$ cat config.mk
export PLATFORM = sky130hd
export DESIGN_NAME = wb_dest_pipe_flat
export DESIGN_NICKNAME = d
export VERILOG_FILES = /design/src/rtl/wb_dest_pipe_pkg.sv /design/src/rtl/wb_dest_pipe_if.sv /design/src/rtl/wb_dest_pipe_decode.sv /design/src/rtl/wb_dest_pipe.sv /design/src/flat_wrapper.sv
export SDC_FILE = /design/constraint.sdc
export NUM_CORES = 1
export LEC_CHECK = 0
export ABC_AREA = 0
export CAP_MARGIN = 0
export CELL_PAD_IN_SITES_DETAIL_PLACEMENT = 1
export CELL_PAD_IN_SITES_GLOBAL_PLACEMENT = 1
export CORE_ASPECT_RATIO = 1.75
export CORE_MARGIN = 8
export CORE_UTILIZATION = 34
export CTS_BUF_LIST = sky130_fd_sc_hd__clkbuf_8
export DETAILED_ROUTE_END_ITERATION = 10
export HOLD_SLACK_MARGIN = 0.06
export PLACE_DENSITY = 0.8
export SLEW_MARGIN = 20
export SYNTH_ARGS = -nofsm -noshare
export SYNTH_HDL_FRONTEND = slang
export SYNTH_HIERARCHICAL = 1
export SYNTH_SLANG_ARGS = --single-unit
$ cat constraint.sdc
create_clock -name clk -period 2.15 [get_ports clk]
set_input_delay 0.215 -clock clk [delete_from_list [all_inputs] [get_ports clk]]
set_output_delay 0.215 -clock clk [all_outputs]
set_load 0.02 [all_outputs]
$ cat src/rtl/wb_dest_pipe_pkg.sv
// Shared constants for writeback destination selection.
// The control unit uses the same select encodings.
package wb_dest_pipe_pkg;

    localparam logic [2:0] SEL_RT = 3'd0;
    localparam logic [2:0] SEL_RD = 3'd1;
    localparam logic [2:0] SEL_RS = 3'd2;
    localparam logic [2:0] SEL_SP = 3'd3;
    localparam logic [2:0] SEL_RA = 3'd4;

    localparam int LAT_MIN = 1;
    localparam int LAT_MAX = 8;

endpackage

$ cat src/rtl/wb_dest_pipe_if.sv
// Decode-side bundle for the writeback destination pipe.
// The master drives issue and hazard queries; the slave returns the writeback and scoreboard state.
interface wb_dest_pipe_if #(
    parameter int REG_AW = 5
);
    logic                 issue;
    logic [2:0]           sel;
    logic [REG_AW-1:0]    rt;
    logic [REG_AW-1:0]    rd;
    logic [REG_AW-1:0]    rs;
    logic                 flush;
    logic [REG_AW-1:0]    chk_a;
    logic [REG_AW-1:0]    chk_b;
    logic                 wb_en;
    logic [REG_AW-1:0]    wb_dest;
    logic                 hazard_a;
    logic                 hazard_b;
    logic [2**REG_AW-1:0] busy_vec;
    logic                 err_sel;

    modport master (
        output issue, sel, rt, rd, rs,
        output flush, chk_a, chk_b,
        input  wb_en, wb_dest,
        input  hazard_a, hazard_b,
        input  busy_vec, err_sel
    );

    modport slave (
        input  issue, sel, rt, rd, rs,
        input  flush, chk_a, chk_b,
        output wb_en, wb_dest,
        output hazard_a, hazard_b,
        output busy_vec, err_sel
    );
endinterface

$ cat src/rtl/wb_dest_pipe_decode.sv
// Combinational select-to-destination decode.
// Selects 5..7 are illegal and decode to register 0.
module wb_dest_decode
    import wb_dest_pipe_pkg::*;
#(
    parameter int REG_AW = 5,
    parameter int SP_IDX = 29,
    parameter int RA_IDX = 31
) (
    input  logic [2:0]        sel_i,
    input  logic [REG_AW-1:0] rt_i,
    input  logic [REG_AW-1:0] rd_i,
    input  logic [REG_AW-1:0] rs_i,
    output logic [REG_AW-1:0] dest_o,
    output logic              legal_o
);
    always_comb begin
        dest_o  = '0;
        legal_o = 1'b1;
        unique case (1'b1)
            (sel_i == SEL_RT): dest_o = rt_i;
            (sel_i == SEL_RD): dest_o = rd_i;
            (sel_i == SEL_RS): dest_o = rs_i;
            (sel_i == SEL_SP): dest_o = REG_AW'(SP_IDX);
            (sel_i == SEL_RA): dest_o = REG_AW'(RA_IDX);
            default:           legal_o = 1'b0;
        endcase
    end
endmodule

$ cat src/rtl/wb_dest_pipe.sv
// Writeback destination delay line with a pending-write scoreboard.
// Stage LAT-1 drives the register bank write port.
module wb_dest_pipe
    import wb_dest_pipe_pkg::*;
#(
    parameter int REG_AW = 5,
    parameter int LAT    = 3,
    parameter int SP_IDX = 29,
    parameter int RA_IDX = 31
) (
    input logic           clk,
    input logic           reset,
    wb_dest_pipe_if.slave bus
);
    localparam int NREG = 2**REG_AW;

    logic [REG_AW-1:0] dec_dest;
    logic              dec_legal;
    logic              vld_d;
    logic              err_sel_q;
    logic [NREG-1:0]   busy;

    logic              stg_vld [LAT];
    logic [REG_AW-1:0] stg_dst [LAT];

    wb_dest_decode #(
        .REG_AW (REG_AW),
        .SP_IDX (SP_IDX),
        .RA_IDX (RA_IDX)
    ) u_decode (
        .sel_i   (bus.sel),
        .rt_i    (bus.rt),
        .rd_i    (bus.rd),
        .rs_i    (bus.rs),
        .dest_o  (dec_dest),
        .legal_o (dec_legal)
    );

    // Writes to register 0 are discarded at entry so they never look busy.
    assign vld_d = bus.issue & dec_legal & (dec_dest != '0) & ~bus.flush;

    for (genvar k = 0; k < LAT; k++) begin : g_stg
        logic              vld_q;
        logic [REG_AW-1:0] dst_q;

        if (k == 0) begin : g_head
            always_ff @(posedge clk or negedge reset) begin
                if (!reset) begin
                    vld_q <= 1'b0;
                    dst_q <= '0;
                end else begin
                    vld_q <= vld_d;
                    dst_q <= dec_dest;
                end
            end
        end else begin : g_body
            always_ff @(posedge clk or negedge reset) begin
                if (!reset) begin
                    vld_q <= 1'b0;
                    dst_q <= '0;
                end else begin
                    vld_q <= stg_vld[k-1] & ~bus.flush;
                    dst_q <= stg_dst[k-1];
                end
            end
        end

        assign stg_vld[k] = vld_q;
        assign stg_dst[k] = dst_q;
    end

    always_ff @(posedge clk or negedge reset) begin
        if (!reset) begin
            err_sel_q <= 1'b0;
        end else begin
            err_sel_q <= bus.issue & ~dec_legal;
        end
    end

    always_comb begin
        busy = '0;
        for (int i = 0; i < LAT; i++) begin
            if (stg_vld[i]) begin
                busy[stg_dst[i]] = 1'b1;
            end
        end
    end

    assign bus.busy_vec = busy;
    assign bus.hazard_a = busy[bus.chk_a];
    assign bus.hazard_b = busy[bus.chk_b];
    assign bus.wb_en    = stg_vld[LAT-1];
    assign bus.wb_dest  = stg_dst[LAT-1];
    assign bus.err_sel  = err_sel_q;
endmodule

$ cat src/flat_wrapper.sv
// flat-port wrapper written by rule: the top's interface ports become plain ports
module wb_dest_pipe_flat import wb_dest_pipe_pkg::*;
#(
    parameter int REG_AW = 5,
    parameter int LAT    = 3,
    parameter int SP_IDX = 29,
    parameter int RA_IDX = 31
)
  (clk, reset, bus_issue, bus_sel, bus_rt, bus_rd, bus_rs, bus_flush, bus_chk_a, bus_chk_b, bus_wb_en, bus_wb_dest, bus_hazard_a, bus_hazard_b, bus_busy_vec, bus_err_sel);
  wb_dest_pipe_if #(.REG_AW(REG_AW)) bus_i ();
  input logic clk;
  input logic reset;
  input wire logic [$bits(bus_i.issue)-1:0] bus_issue;
  input wire logic [$bits(bus_i.sel)-1:0] bus_sel;
  input wire logic [$bits(bus_i.rt)-1:0] bus_rt;
  input wire logic [$bits(bus_i.rd)-1:0] bus_rd;
  input wire logic [$bits(bus_i.rs)-1:0] bus_rs;
  input wire logic [$bits(bus_i.flush)-1:0] bus_flush;
  input wire logic [$bits(bus_i.chk_a)-1:0] bus_chk_a;
  input wire logic [$bits(bus_i.chk_b)-1:0] bus_chk_b;
  output wire logic [$bits(bus_i.wb_en)-1:0] bus_wb_en;
  output wire logic [$bits(bus_i.wb_dest)-1:0] bus_wb_dest;
  output wire logic [$bits(bus_i.hazard_a)-1:0] bus_hazard_a;
  output wire logic [$bits(bus_i.hazard_b)-1:0] bus_hazard_b;
  output wire logic [$bits(bus_i.busy_vec)-1:0] bus_busy_vec;
  output wire logic [$bits(bus_i.err_sel)-1:0] bus_err_sel;
  assign bus_i.issue = bus_issue;
  assign bus_i.sel = bus_sel;
  assign bus_i.rt = bus_rt;
  assign bus_i.rd = bus_rd;
  assign bus_i.rs = bus_rs;
  assign bus_i.flush = bus_flush;
  assign bus_i.chk_a = bus_chk_a;
  assign bus_i.chk_b = bus_chk_b;
  assign bus_wb_en = bus_i.wb_en;
  assign bus_wb_dest = bus_i.wb_dest;
  assign bus_hazard_a = bus_i.hazard_a;
  assign bus_hazard_b = bus_i.hazard_b;
  assign bus_busy_vec = bus_i.busy_vec;
  assign bus_err_sel = bus_i.err_sel;
  wb_dest_pipe #(.REG_AW(REG_AW), .LAT(LAT), .SP_IDX(SP_IDX), .RA_IDX(RA_IDX)) u_core (.clk(clk), .reset(reset), .bus(bus_i));
endmodule
==> flow_summary.yaml <==
critical_path:
  critPathKind: "reg -> out"
  cpPeakStageDelay_ns: 0.49
  cp_max_fo: 8
  crit_buf_inv: 2
  crit_arrival_ns: 2.82
  crit_path_cell_trace: "or3b_4 -> nor2_1 -> a221oi_2 -> buf_4 -> nor3_1 -> nor3_1 -> o221a_1 -> nor4_4 -> buf_4"
  cp-start-kind: "flip-flop"
  critPathRequiredTime_ns: 1.93
  worst_path_dominant_cell_family: "simple AND/OR/NAND/NOR gates"
  r2r_setup_slack_ns: 1.27
  slowest_stage: "dfrtp_2"
  endpoint_kind: "output pin"
final_layout:
  drive_gt1_share_pct: 55.5
  fin_nets: 527
  area.growth.synth_to_final_pct: 103
  n_antenna_cell: 0
  n_fill_cell: 711
  layout_commonest_cell: "buf_4"
  layout_common_cells: "buf_4, clkdlybuf4s50_1, nand2_1, buf_6, nand3_1"
  final_cell_area_um2: 4530
clocking:
  cts_htree_levels: 1
  cts_tree: "built"
  clkTransAtPathRegs_ns: 0.07
  cts_buffers: 3
  cts_buffer_depth: 2
  clkLatencyLatePin_ns: 0.27
  clock_sinks: 19
  root_buffer: "clkbuf_8"
place:
  portBuffers: 72
  gp_congestion: 0.949
  dpl-instance-area_um2: 3880
  hpwl_um: 9890
synthesis:
  synth-seq-cells: 19
  syn_area_um2: 2230
  synthXorXnorAreaFrac_pct: 0
  yosys_warnings: 6
  synth_fa_ha_area_share_pct: 0
  synth.mux.area_fraction_pct: 5.27
  synth_cells: 294
  yosys.cell_types.count: 62
  ys_seq_area_share_pct: 21.3
  synthFlopType: "dfrtp_1"
  synth_nets: 326
  async_flop_share_pct: 100
  syn_avg_cell_area_um2: 7.58
  synth_edf_count: 0
  synth_compound_area_share_pct: 29.9
  synth-simple-area-share_pct: 37.4
  synth_top_family_by_area: "simple AND/OR/NAND/NOR gates"
timing:
  min_period_ns: 3.03
  slew-limit-headroom_pct: 67.8
  fmax_mhz: 330
  tightest_slew_ns: 0.477
  fin_worst_skew_ns: 0.00114
  slew_violations: 0
  rsz0062_at_grt: "yes"
  setup_viol: 17
  finalCritPeriodShare_pct: 141
  hold_violations: 0
  setup_ws_ns: -0.882
power_and_ir_drop:
  seq_power_share_pct: 32.1
  intPower_uw: 866
  max-vdd-ir-drop_mv: 0.449
  clockPowerShare_pct: 18.4
  p_switching_uw: 562
  leakagePower_uw: 0.00213
  netSwitchingFraction_pct: 39.4
  finalPower_uw: 1430
  p_comb_share_pct: 49.5
  power_density_nw_per_um2: 315
grt:
  grt_pass1_wl_um: 20500
  grt_pass1_vias: 3805
  grt_usage_pct: 27.1
  grt_remaining_overflow: 0
  grt_max_degree: 24
  antenna_found_initial: 0
die:
  rows: 39
  start_util_pct: 34.6
  num_io_pins: 73
  coreArea_um2: 6440
  die_width_um: 77.2
  die_h_um: 123
  die-area_um2: 9510
flow_run:
  max_cap_violations: 0
drt:
  drt-pass1-iter-count: 7
  first_iter_violations: 324
  drcViolationCount: 0
  post_drt_wl_per_cell_um: 31.8
  drt_wl_total_um: 18300
  via_per_inst: 6.69
  via_count: 3854
  drtAntennaViolNets: 0
min_path:
  hp-class: "in -> async"
status:
  violations: "negative setup slack"
  status: "finished with violations"
[timing repair]
item	4_1_cts	5_1_grt
pin swaps	15	33
buffers inserted	15	27
resized for setup	118	96
cloned	0	0
setup endpoints to repair	34	32
hold buffers	0	0
[synth_stat cells (all sizes together) (2+ instances only)]
library cell,number,area [um^2]
mux2i,5,50.1
nor3b,14,131
o22ai,3,18.8
dfrtp,19,475
a311oi,2,17.5
inv,11,41.3
a221oi,4,41.3
o211ai,2,15.0
buf,8,53.8
clkbuf,11,41.3
or3b,2,17.5
nand3,20,100
and3,6,38.8
a22o,5,45.0
nor2b,7,46.3
mux2,2,22.5
a211oi,5,47.5
a22oi,21,163
nand3b,11,82.6
a31oi,2,12.5
nand2,40,153
nor4,3,25.0
nor3,9,50.1
a21oi,11,55.1
nor2,14,52.6
a21o,2,15.0
o21ai,25,125
and3b,12,106
mux4,2,45.0
[kinds of logic after synthesis]
kind of cell,after synthesis
AOI/OAI and AO/OA,94
buffers and inverters,30
DFF,19
muxes,9
and+or+nand+nor,142
[power by group through the flow]
stage	combinational, uW	clock, uW	sequential (uW)
after floorplan	204	0	450
after global placement	509	0	447
after detailed placement	528	0	452
after CTS	587	261	445
after global routing	724	272	463
final	706	263	458
[worst paths after layout]
check                                         start                        to  cells after the start
setup / recovery           u_core/g_stg[0].dst_q[3]              bus_hazard_b                      9
hold / removal                                reset  u_core/g_stg[0].dst_q[3]                      2
setup reg to reg              u_core/g_stg[0].vld_q     u_core/g_stg[1].vld_q                      2
hold reg to reg            u_core/g_stg[0].dst_q[2]  u_core/g_stg[1].dst_q[2]                      0
max in group asynchronous                     reset  u_core/g_stg[1].dst_q[0]                      2
min in group clk           u_core/g_stg[0].dst_q[2]  u_core/g_stg[1].dst_q[2]                      0
[final cells by class]
cell class / instances / area [um^2] / share of cell area [%]
clock buffers: 3 / 41.3 / 0.911
well taps: 82 / 103 / 2.26
flip-flops and latches: 19 / 494 / 10.9
multi-input cells: 245 / 1980 / 43.6
clock inverters: 1 / 5.00 / 0.110
inverters: 11 / 41.3 / 0.911
repair buffers: 215 / 1870 / 41.3
[per-stage QoR]
stage	utilization, %	instances	hold WS, ns	worst slack (ns)	TNS (ns)
finish	70.4	576	0.326	-0.882	-2.93
global route	70.4	576	0.347	-0.918	-3.83
CTS	65.1	551	0.280	-0.506	-1.50
detailed placement	60.3	532	0.542	-0.795	-3.31
global placement	60.3	532	0.509	-0.687	-2.51
floorplan	-	294	-0.0806	-0.00538	-0.00881
[state kept, by name, indices dropped and copies added (netlist names)]
register / cells
u_core/bus.wb_en: 1
u_core/g_stg.vld_q: 2
u_core/bus.err_sel: 1
u_core/g_stg.dst_q: 10
u_core/bus.wb_dest: 5
[per-layer routing]
metal  up-vias  global-route usage, %  routed length, um  part of all wire (%)
met5         -                      0                  0                     0
met4         0                   22.0               1590                   8.7
met3       138                   4.00               1240                   6.8
met2       328                   54.3               9540                    52
met1      1855                   22.8               5950                    32
li1       1533                      -                  -                     -
(Power assumes the default switching activity.)
